[src/rtl/pc_fetch_unit.sv]
// pc_fetch_unit: owns the program counter of the single-cycle core.
// Decodes the control-flow fields of the fetched word, picks the next PC,
// counts retired instructions and taken redirects, and latches a sticky
// halt when the program parks itself in a jump-to-self end loop.
module pc_fetch_unit #(
  parameter int ADDR_WIDTH        = 12,
  parameter int CNT_WIDTH         = 16,
  parameter int HALT_ON_SELF_LOOP = 1
) (
  input  logic                  clock,
  input  logic                  reset,
  input  logic [31:0]           q_imem,
  input  logic [31:0]           rd_val,
  input  logic [31:0]           rs_val,
  input  logic [31:0]           r30_val,
  input  logic                  stall,
  output logic [ADDR_WIDTH-1:0] address_imem,
  output logic [ADDR_WIDTH-1:0] pc_plus1,
  output logic                  redirect,
  output logic [CNT_WIDTH-1:0]  instr_count,
  output logic [CNT_WIDTH-1:0]  redirect_count,
  output logic                  halted
);

  localparam logic [4:0] OP_J   = 5'b00001;
  localparam logic [4:0] OP_BNE = 5'b00010;
  localparam logic [4:0] OP_JAL = 5'b00011;
  localparam logic [4:0] OP_JR  = 5'b00100;
  localparam logic [4:0] OP_BLT = 5'b00110;
  localparam logic [4:0] OP_BEX = 5'b10110;

  typedef enum logic {
    ST_RUN  = 1'b0,
    ST_HALT = 1'b1
  } state_t;

  state_t                state_q, state_d;
  logic [ADDR_WIDTH-1:0] pc_q, pc_d;
  logic [CNT_WIDTH-1:0]  instr_cnt_q, instr_cnt_d;
  logic [CNT_WIDTH-1:0]  redir_cnt_q, redir_cnt_d;

  logic [4:0]            opcode;
  logic [31:0]           n_ext;
  logic [ADDR_WIDTH-1:0] target;
  logic [ADDR_WIDTH-1:0] branch_pc;
  logic [ADDR_WIDTH-1:0] next_pc;
  logic                  take_redirect;

  // Field bits above the address width only matter for wider PCs.
  logic unused_fields;
  assign unused_fields = ^q_imem[26:17];

  assign opcode    = q_imem[31:27];
  assign n_ext     = {{15{q_imem[16]}}, q_imem[16:0]};
  assign target    = q_imem[ADDR_WIDTH-1:0];
  assign pc_plus1  = pc_q + ADDR_WIDTH'(1);
  // Truncating the sign-extended offset gives the correct modular sum.
  assign branch_pc = pc_plus1 + n_ext[ADDR_WIDTH-1:0];

  function automatic logic [CNT_WIDTH-1:0] sat_inc(input logic [CNT_WIDTH-1:0] v);
    return (&v) ? v : v + CNT_WIDTH'(1);
  endfunction

  // Next-PC selection from the control-flow fields of the current word.
  always_comb begin
    next_pc = pc_plus1;
    case (opcode)
      OP_J, OP_JAL: next_pc = target;
      OP_JR:        next_pc = rd_val[ADDR_WIDTH-1:0];
      OP_BNE:       if (rd_val != rs_val) next_pc = branch_pc;
      OP_BLT:       if ($signed(rd_val) < $signed(rs_val)) next_pc = branch_pc;
      OP_BEX:       if (r30_val != 32'd0) next_pc = target;
      default:      next_pc = pc_plus1;
    endcase
  end

  // RUN/HALT next-state, PC and counter updates; a branch that lands on
  // PC+1 (N=0) is treated as sequential and is not a redirect.
  always_comb begin
    state_d       = state_q;
    pc_d          = pc_q;
    instr_cnt_d   = instr_cnt_q;
    redir_cnt_d   = redir_cnt_q;
    take_redirect = 1'b0;
    if (state_q == ST_RUN && !stall) begin
      take_redirect = (next_pc != pc_plus1);
      pc_d          = next_pc;
      instr_cnt_d   = sat_inc(instr_cnt_q);
      if (take_redirect) begin
        redir_cnt_d = sat_inc(redir_cnt_q);
      end
      if ((HALT_ON_SELF_LOOP != 0) && take_redirect && (next_pc == pc_q)) begin
        state_d = ST_HALT;
      end
    end
  end

  // State register; reset wins over stall and over HALT.
  always_ff @(posedge clock) begin
    if (reset) begin
      state_q     <= ST_RUN;
      pc_q        <= '0;
      instr_cnt_q <= '0;
      redir_cnt_q <= '0;
    end else begin
      state_q     <= state_d;
      pc_q        <= pc_d;
      instr_cnt_q <= instr_cnt_d;
      redir_cnt_q <= redir_cnt_d;
    end
  end

  assign address_imem   = pc_q;
  assign redirect       = take_redirect;
  assign instr_count    = instr_cnt_q;
  assign redirect_count = redir_cnt_q;
  assign halted         = (state_q == ST_HALT);

endmodule

[config.mk]
export PLATFORM = sky130hd
export DESIGN_NAME = pc_fetch_unit
export DESIGN_NICKNAME = d
export VERILOG_FILES = /design/src/rtl/pc_fetch_unit.sv
export SDC_FILE = /design/constraint.sdc
export NUM_CORES = 1
export LEC_CHECK = 0
export ABC_AREA = 1
export BUFFER_PORTS_ARGS = -buffer_cell sky130_fd_sc_hd__clkbuf_2
export CAP_MARGIN = 20
export CORE_ASPECT_RATIO = 1.5
export CORE_MARGIN = 2
export CORE_UTILIZATION = 45
export DETAILED_ROUTE_END_ITERATION = 8
export PLACE_DENSITY = 0.73
export SYNTH_ARGS = -nofsm -noshare
export SYNTH_HDL_FRONTEND = slang
export SYNTH_SLANG_ARGS = --single-unit
export TNS_END_PERCENT = 5
[constraint.sdc]
create_clock -name clock -period 4 [get_ports clock]
set_clock_uncertainty 0.2 [all_clocks]
set_input_delay 0.2 -clock clock [delete_from_list [all_inputs] [get_ports clock]]
set_output_delay 0.2 -clock clock [all_outputs]
set_load 0.02 [all_outputs]
==> results of run 1 <==
[logic make-up after synthesis]
family / share of synthesized area (%)
buffers and inverters: 11.5
AOI/OAI and AO/OA: 13.7
xor gates and xnor gates: 5.21
and+or+nand+nor: 41.6
adders and majority gates: 11.1
DFF: 16.8
[sequential cells by signal, indices dropped and copies added, names as in the netlist]
name,count
address_imem,12
halted,1
instr_count,16
redirect_count,16
[worst max-delay path: stages (launching register included)]
cell and delay (ns):
dfxtp_4 0.37, inv_1 0.08, nor3_4 0.30, xor2_2 0.21
inv_1 0.11, ha_4 0.30, a21oi_1 0.08, or2_1 0.22
nand3_2 0.09, nand2_1 0.09, nor2_2 0.16, nand2_1 0.07
nand2_1 0.08, xor2_1 0.14, inv_1 0.05, nand2_1 0.09
nand3_1 0.09, nand2_2 0.12, nand3_2 0.12, nor2_4 0.13
a21oi_1 0.08, buf_4 0.17
[cell usage in the layout (no fill, tap or decap), types with 19 or more instances in the layout]
| cell type | synthesis | layout |
|---|---|---|
| a21oi_1 | 55 | 53 |
| buf_4 | 3 | 29 |
| clkbuf_2 | 0 | 172 |
| dfxtp_1 | 45 | 42 |
| ha_1 | 46 | 38 |
| inv_1 | 124 | 122 |
| nand2_1 | 185 | 180 |
| nand2_2 | 21 | 26 |
| nand3_1 | 77 | 72 |
| nand4_1 | 31 | 31 |
| nor2_1 | 79 | 77 |
| o21ai_0 | 32 | 30 |
| xor2_1 | 23 | 19 |
[timing repair]
action | 4_1_cts | 5_1_grt
gates resized for setup | 9 | 38
pin swaps | 0 | 14
setup endpoints to repair | 1 | 17
setup buffers | 0 | 9
[through the flow]
| stage | util [%] | TNS [ns] | total power, uW | hold slack [ns] | cells |
|---|---|---|---|---|---|
| 2_1_floorplan | - | 0 | 925 | 0.156 | 855 |
| 3_3_place_gp | 56.1 | 0 | 1110 | 0.271 | 1182 |
| 3_5_place_dp | 56.1 | 0 | 1120 | 0.276 | 1182 |
| 4_1_cts | 57.8 | 0 | 1610 | 0.198 | 1190 |
| 5_1_grt | 60.1 | -0.0407 | 1760 | 0.206 | 1199 |
| 6_report | 60.1 | 0 | 1650 | 0.201 | 1199 |
[how the worst min path moves through the flow]
stage          depth (start not counted)                            end  slack (ns)
2_1_floorplan                          3   address_imem[1]$_SDFFE_PP0P_        0.16
3_3_place_gp                           2            halted$_SDFFE_PP0P_        0.27
3_5_place_dp                           2            halted$_SDFFE_PP0P_        0.28
4_1_cts                                4  address_imem[10]$_SDFFE_PP0P_        0.20
5_1_grt                                4  address_imem[10]$_SDFFE_PP0P_        0.21
6_report                               4  address_imem[10]$_SDFFE_PP0P_        0.20
[report_power, final]
group / leakage, uW / switching, uW / internal (uW)
Clock: 0.0000831 / 177 / 312
Sequential: 0.000368 / 23.8 / 464
Combinational: 0.00305 / 405 / 269
[cells in the mapped netlist (all sizes together), types with 2 or more instances]
cell / n / area share (%)
nand2: 210 / 16
inv: 137 / 9.6
nor2: 90 / 7.4
nand3: 88 / 9.4
a21oi: 66 / 6.9
ha: 46 / 11
dfxtp: 45 / 17
o21ai: 35 / 3.3
nand4: 31 / 3.6
xor2: 24 / 4.1
nor3: 23 / 2.9
clkbuf: 9 / 0.63
o211ai: 8 / 1.2
buf: 7 / 1.2
xnor2: 7 / 1.1
nor4: 4 / 0.47
a21o: 3 / 0.42
nand3b: 3 / 0.65
nor3b: 3 / 0.61
o21a: 3 / 0.42
a221oi: 2 / 0.33
a31oi: 2 / 0.23
and3: 2 / 0.23
o21ba: 2 / 0.37
[metal layers]
metal  GRT usage [%]  up-vias  part of all wire (%)
li1                -     3188                     -
met1            24.9     2739                    39
met2            45.1      189                    54
met3            2.90       28                   5.1
met4            7.03        0                   2.1
met5               0        -                     0
[final cells by class]
cell class	instances	area, um^2	area share [%]
well taps	150	188	2.71
multi-input cells	656	4040	58.4
clock buffers	6	139	2.01
repair buffers	202	1090	15.7
flip-flops and latches	45	912	13.2
inverters	138	518	7.48
clock inverters	2	37.5	0.542
==> implementation parameters, run 1 <==
Parameter                              Value

Run status
  Status    finished, final reports clean

Clocking
  Clock tree from TritonCTS    yes
  Clock Pin Slew Worst Setup and Hold Paths    0.06 ns
  Clock latency on the worst-skew pair    0.29 ns
  Clock sink total    45
  Maximum clock insertion buffer count    2
  CTS buffer count    5
  H-tree depth    2
  Post-cts hold buffer count    0
  Root buffer selected by CTS    clkbuf_16

GRT
  Total gr overflow    0
  Initial antenna violation count    0
  Vias in the first global route    5531
  Global-route total usage across every layer    22.9%
  Largest net degree at the start of global routing    28
  Global-route wire length before repair    24300 um

Route
  1st-iter DRT viols    228
  Count of nets left with antenna violations after detail routing    0
  Total wire length    15300 um
  DR WL/cell    12.7 um
  Via-to-Cell Ratio    5.12
  DRC violations left    0
  Via count    6144
  Iteration count of the initial detailed-routing pass    5

Synth
  Number of enable flip-flop cells after synthesis    0
  Unique masters post-synth    49
  Warnings, synthesis    0
  Post-synthesis register bit count    45
  Proportion of synthesized flip-flops having asynchronous set or reset    0%
  Post-Synthesis Cell Area    5350 um^2
  Synthesized netlist net count    1033
  Mean post-synth cell area    6.26 um^2
  Share of the yosys chip area belonging to registers    16.8%
  Post-synthesis instance total    855
  Most common flop cell mapped by yosys    dfxtp_1

Setup path
  CP Max Fanout    4
  WS Path Type    register to output pin
  Crit end category    output pin
  Worst reg-to-reg setup slack    0.32 ns
  Arrival time of data at the critical path endpoint    3.43 ns
  Worst Setup SP    address_imem[1]$_SDFFE_PP0P_
  Worst setup endpoint    redirect
  Worst reg-to-reg path cell count    24
  Endpoint of the most critical register-to-register path    redirect_count[14]$_SDFFE_PP0P_
  Worst endpoint required time    3.60 ns
  Critical Path Start Type    register
  Startpoint of the worst-slack reg-to-reg timing path    address_imem[1]$_SDFFE_PP0P_

Place
  Worst Setup Slack post-DPL    0.0556 ns
  Detailed Place HPWL    12500 um
  Total placed instance area    6460 um^2
  Routability-driven placement congestion ratio    0.909
  Number of buffers inserted by port buffering    173

Floorplan
  Die boundary height    138 um
  Die area    12800 um^2
  Number of rows created at floorplan    48
  Initial core utilization    46.4%
  Number of placed I/O pins    189
  CORE AREA    11500 um^2
  X dimension of the die    93.0 um

STA
  Fraction of the cycle the final worst path needs    95.7%
  Timing-limited maximum frequency    261 MHz
  Hold violation count in the final report    0
  Final WS setup    0.171 ns
  Worst slew margin relative to its limit    39.9%
  Final setup fails    0
  Crit path time final    3.83 ns
  Slew of the pin with the lowest slew margin    0.902 ns
  Final-report max-slew violation count    0

Finish
  Synth-to-layout area growth    29.4%
  Count of fill cells added during filler insertion    1166
  Final antenna diode count    0
  Layout cells sized above 1    31.4%
  Design Area, Final    6930 um^2
  Nets    1226

Min path
  Worst min-delay path startpoint    stall
  HP Class    input pin to register

Run
  Max-cap violations    0

Power and ir drop
  VDD IR max    163 uV
  Power density over the cells    238 nW/um^2
  Leakage power summed over all cells    0.00350 uW
No activity file was read; power rests on OpenSTA's default activity.
==> run 2: changes to the inputs <==
--- a/config.mk
+++ b/config.mk
@@ -11,8 +11,10 @@
 export CORE_ASPECT_RATIO = 1.5
 export CORE_MARGIN = 2
 export CORE_UTILIZATION = 45
+export CTS_BUF_LIST = sky130_fd_sc_hd__clkbuf_16
 export DETAILED_ROUTE_END_ITERATION = 8
 export PLACE_DENSITY = 0.73
+export RECOVER_POWER = 25
 export SYNTH_ARGS = -nofsm -noshare
 export SYNTH_HDL_FRONTEND = slang
 export SYNTH_SLANG_ARGS = --single-unit
==> implementation parameters, run 2 (synthesis results as in run 1) <==
Parameter                              Value

Run status
  Status    finished, final reports clean

Clocking
  Maximum clock insertion buffer count    2
  Post-cts hold buffer count    0
  Clock sink total    45
  Clock Pin Slew Worst Setup and Hold Paths    0.06 ns
  Clock tree from TritonCTS    yes
  CTS buffer count    5
  Root buffer selected by CTS    clkbuf_16
  H-tree depth    2
  Clock latency on the worst-skew pair    0.29 ns

STA
  Crit path time final    3.85 ns
  Final WS setup    0.150 ns
  Slew of the pin with the lowest slew margin    0.875 ns
  Timing-limited maximum frequency    260 MHz
  Fraction of the cycle the final worst path needs    96.3%
  Final-report max-slew violation count    0
  Hold violation count in the final report    0
  Final setup fails    0
  Worst slew margin relative to its limit    41.7%

Floorplan
  Die boundary height    138 um
  Initial core utilization    46.4%
  X dimension of the die    93.0 um
  Number of rows created at floorplan    48
  Die area    12800 um^2
  CORE AREA    11500 um^2
  Number of placed I/O pins    189

Setup path
  List of cells traversed by the critical path    inv_1 -> nor3_4 -> xor2_2 -> inv_1 -> ha_4 -> a21oi_1 -> or2_1 -> nand3_2 -> nand2_1 -> nor2_2 -> nand2_1 -> nand2_1 -> xor2_1 -> inv_1 -> nand2_1 -> nand3_1 -> nand2_2 -> nand3_2 -> nor2_4 -> a21oi_1 -> buf_4
  Crit end category    output pin
  Most common cell on crit path    nand2_1
  Arrival time of data at the critical path endpoint    3.45 ns
  CP Max Fanout    4
  Critical Path Start Type    register
  Worst stage delay on the critical path    0.37 ns
  CP top delay family    simple AND/OR/NAND/NOR gates
  WS Path Type    register to output pin
  Worst endpoint required time    3.60 ns
  Buf+Inv Stages, Crit Path    4
  Critical path's slowest cell    dfxtp_4

Run
  Max-cap violations    0

Place
  Total placed instance area    6460 um^2
  Routability-driven placement congestion ratio    0.909
  Worst Setup Slack post-DPL    0.0556 ns
  Detailed Place HPWL    12500 um
  Number of buffers inserted by port buffering    173

Power and ir drop
  Leakage power summed over all cells    0.00341 uW
  VDD IR max    164 uV
  Overall power after layout    1630 uW
  Power density over the cells    237 nW/um^2

GRT
  Global-route total usage across every layer    22.9%
  Global-route wire length before repair    24300 um
  Vias in the first global route    5531
  Largest net degree at the start of global routing    28
  Total gr overflow    0
  Initial antenna violation count    0

Min path
  HP Class    input pin to register

Finish
  Commonest cells after routing, fill and taps aside    nand2_1, clkbuf_2, inv_1, nor2_1, nand3_1
  Final antenna diode count    0
  Design Area, Final    6890 um^2
  Nets    1226
  Synth-to-layout area growth    28.7%
  Most frequent standard cell in the layout excluding fill and tap cells    nand2_1
  Layout cells sized above 1    28.9%

Route
  1st-iter DRT viols    196
  Via-to-Cell Ratio    5.11
  Total wire length    15300 um
  DRC violations left    0
  Via count    6127
  Count of nets left with antenna violations after detail routing    0
  DR WL/cell    12.8 um
  Iteration count of the initial detailed-routing pass    5
==> run 2: final timing paths <==
kind / start / to / slack [ns] / cells after the start
setup / recovery: address_imem[1]$_SDFFE_PP0P_ / redirect / 0.15 / 21
hold / removal: stall / address_imem[5]$_SDFFE_PP0P_ / 0.20 / 4
setup reg to reg: address_imem[1]$_SDFFE_PP0P_ / redirect_count[14]$_SDFFE_PP0P_ / 0.30 / 24
hold reg to reg: halted$_SDFFE_PP0P_ / halted$_SDFFE_PP0P_ / 0.29 / 2
==> run 2: final cells by class <==
class	count	area, um^2
Fill cell	1165	4650
Multi-Input combinational cell	656	4040
Timing Repair Buffer	202	1060
Sequential cell	45	912
Inverter	138	518
Tap cell	150	188
Clock buffer	5	125
Clock inverter	3	41.3
==> run 2: what timing repair did <==
action,4_1_cts,5_1_grt
endpoints found under the setup margin,1,17
pin swaps,0,14
resized for setup,9,38
gates cloned,0,0
buffers inserted,0,9
==> run 2: tightest hold or removal path: cells and delay by family <==
kind / cells / cell delay [ns]
buffers and inverters: 2 / 0.27
and+or+nand+nor: 1 / 0.03
AOI/OAI and AO/OA: 1 / 0.15
==> run 2: report_power, final <==
group / switching, uW / internal, uW / leakage (uW) / total, uW
registers: 23.8 / 464 / 0.000368 / 488
logic: 406 / 267 / 0.00296 / 672
clock network: 177 / 293 / 0.0000775 / 469
==> run 2: metrics by stage <==
step	hold WS, ns	TNS [ns]	cells	utilization (%)
finish	0.199	0	1199	59.7
CTS	0.199	0	1190	57.7
global route	0.207	-0.0405	1199	59.7
detailed placement	0.276	0	1182	56.1
global placement	0.271	0	1182	56.1
floorplan	0.156	0	855	-
==> run 2: per-layer routing <==
layer | vias up | global-route usage (%) | share of wire [%]
met1 | 2727 | 24.9 | 39
met3 | 29 | 2.90 | 5.2
met2 | 184 | 45.1 | 54
met5 | - | 0 | 0
met4 | 0 | 7.03 | 2.2
li1 | 3187 | - | -
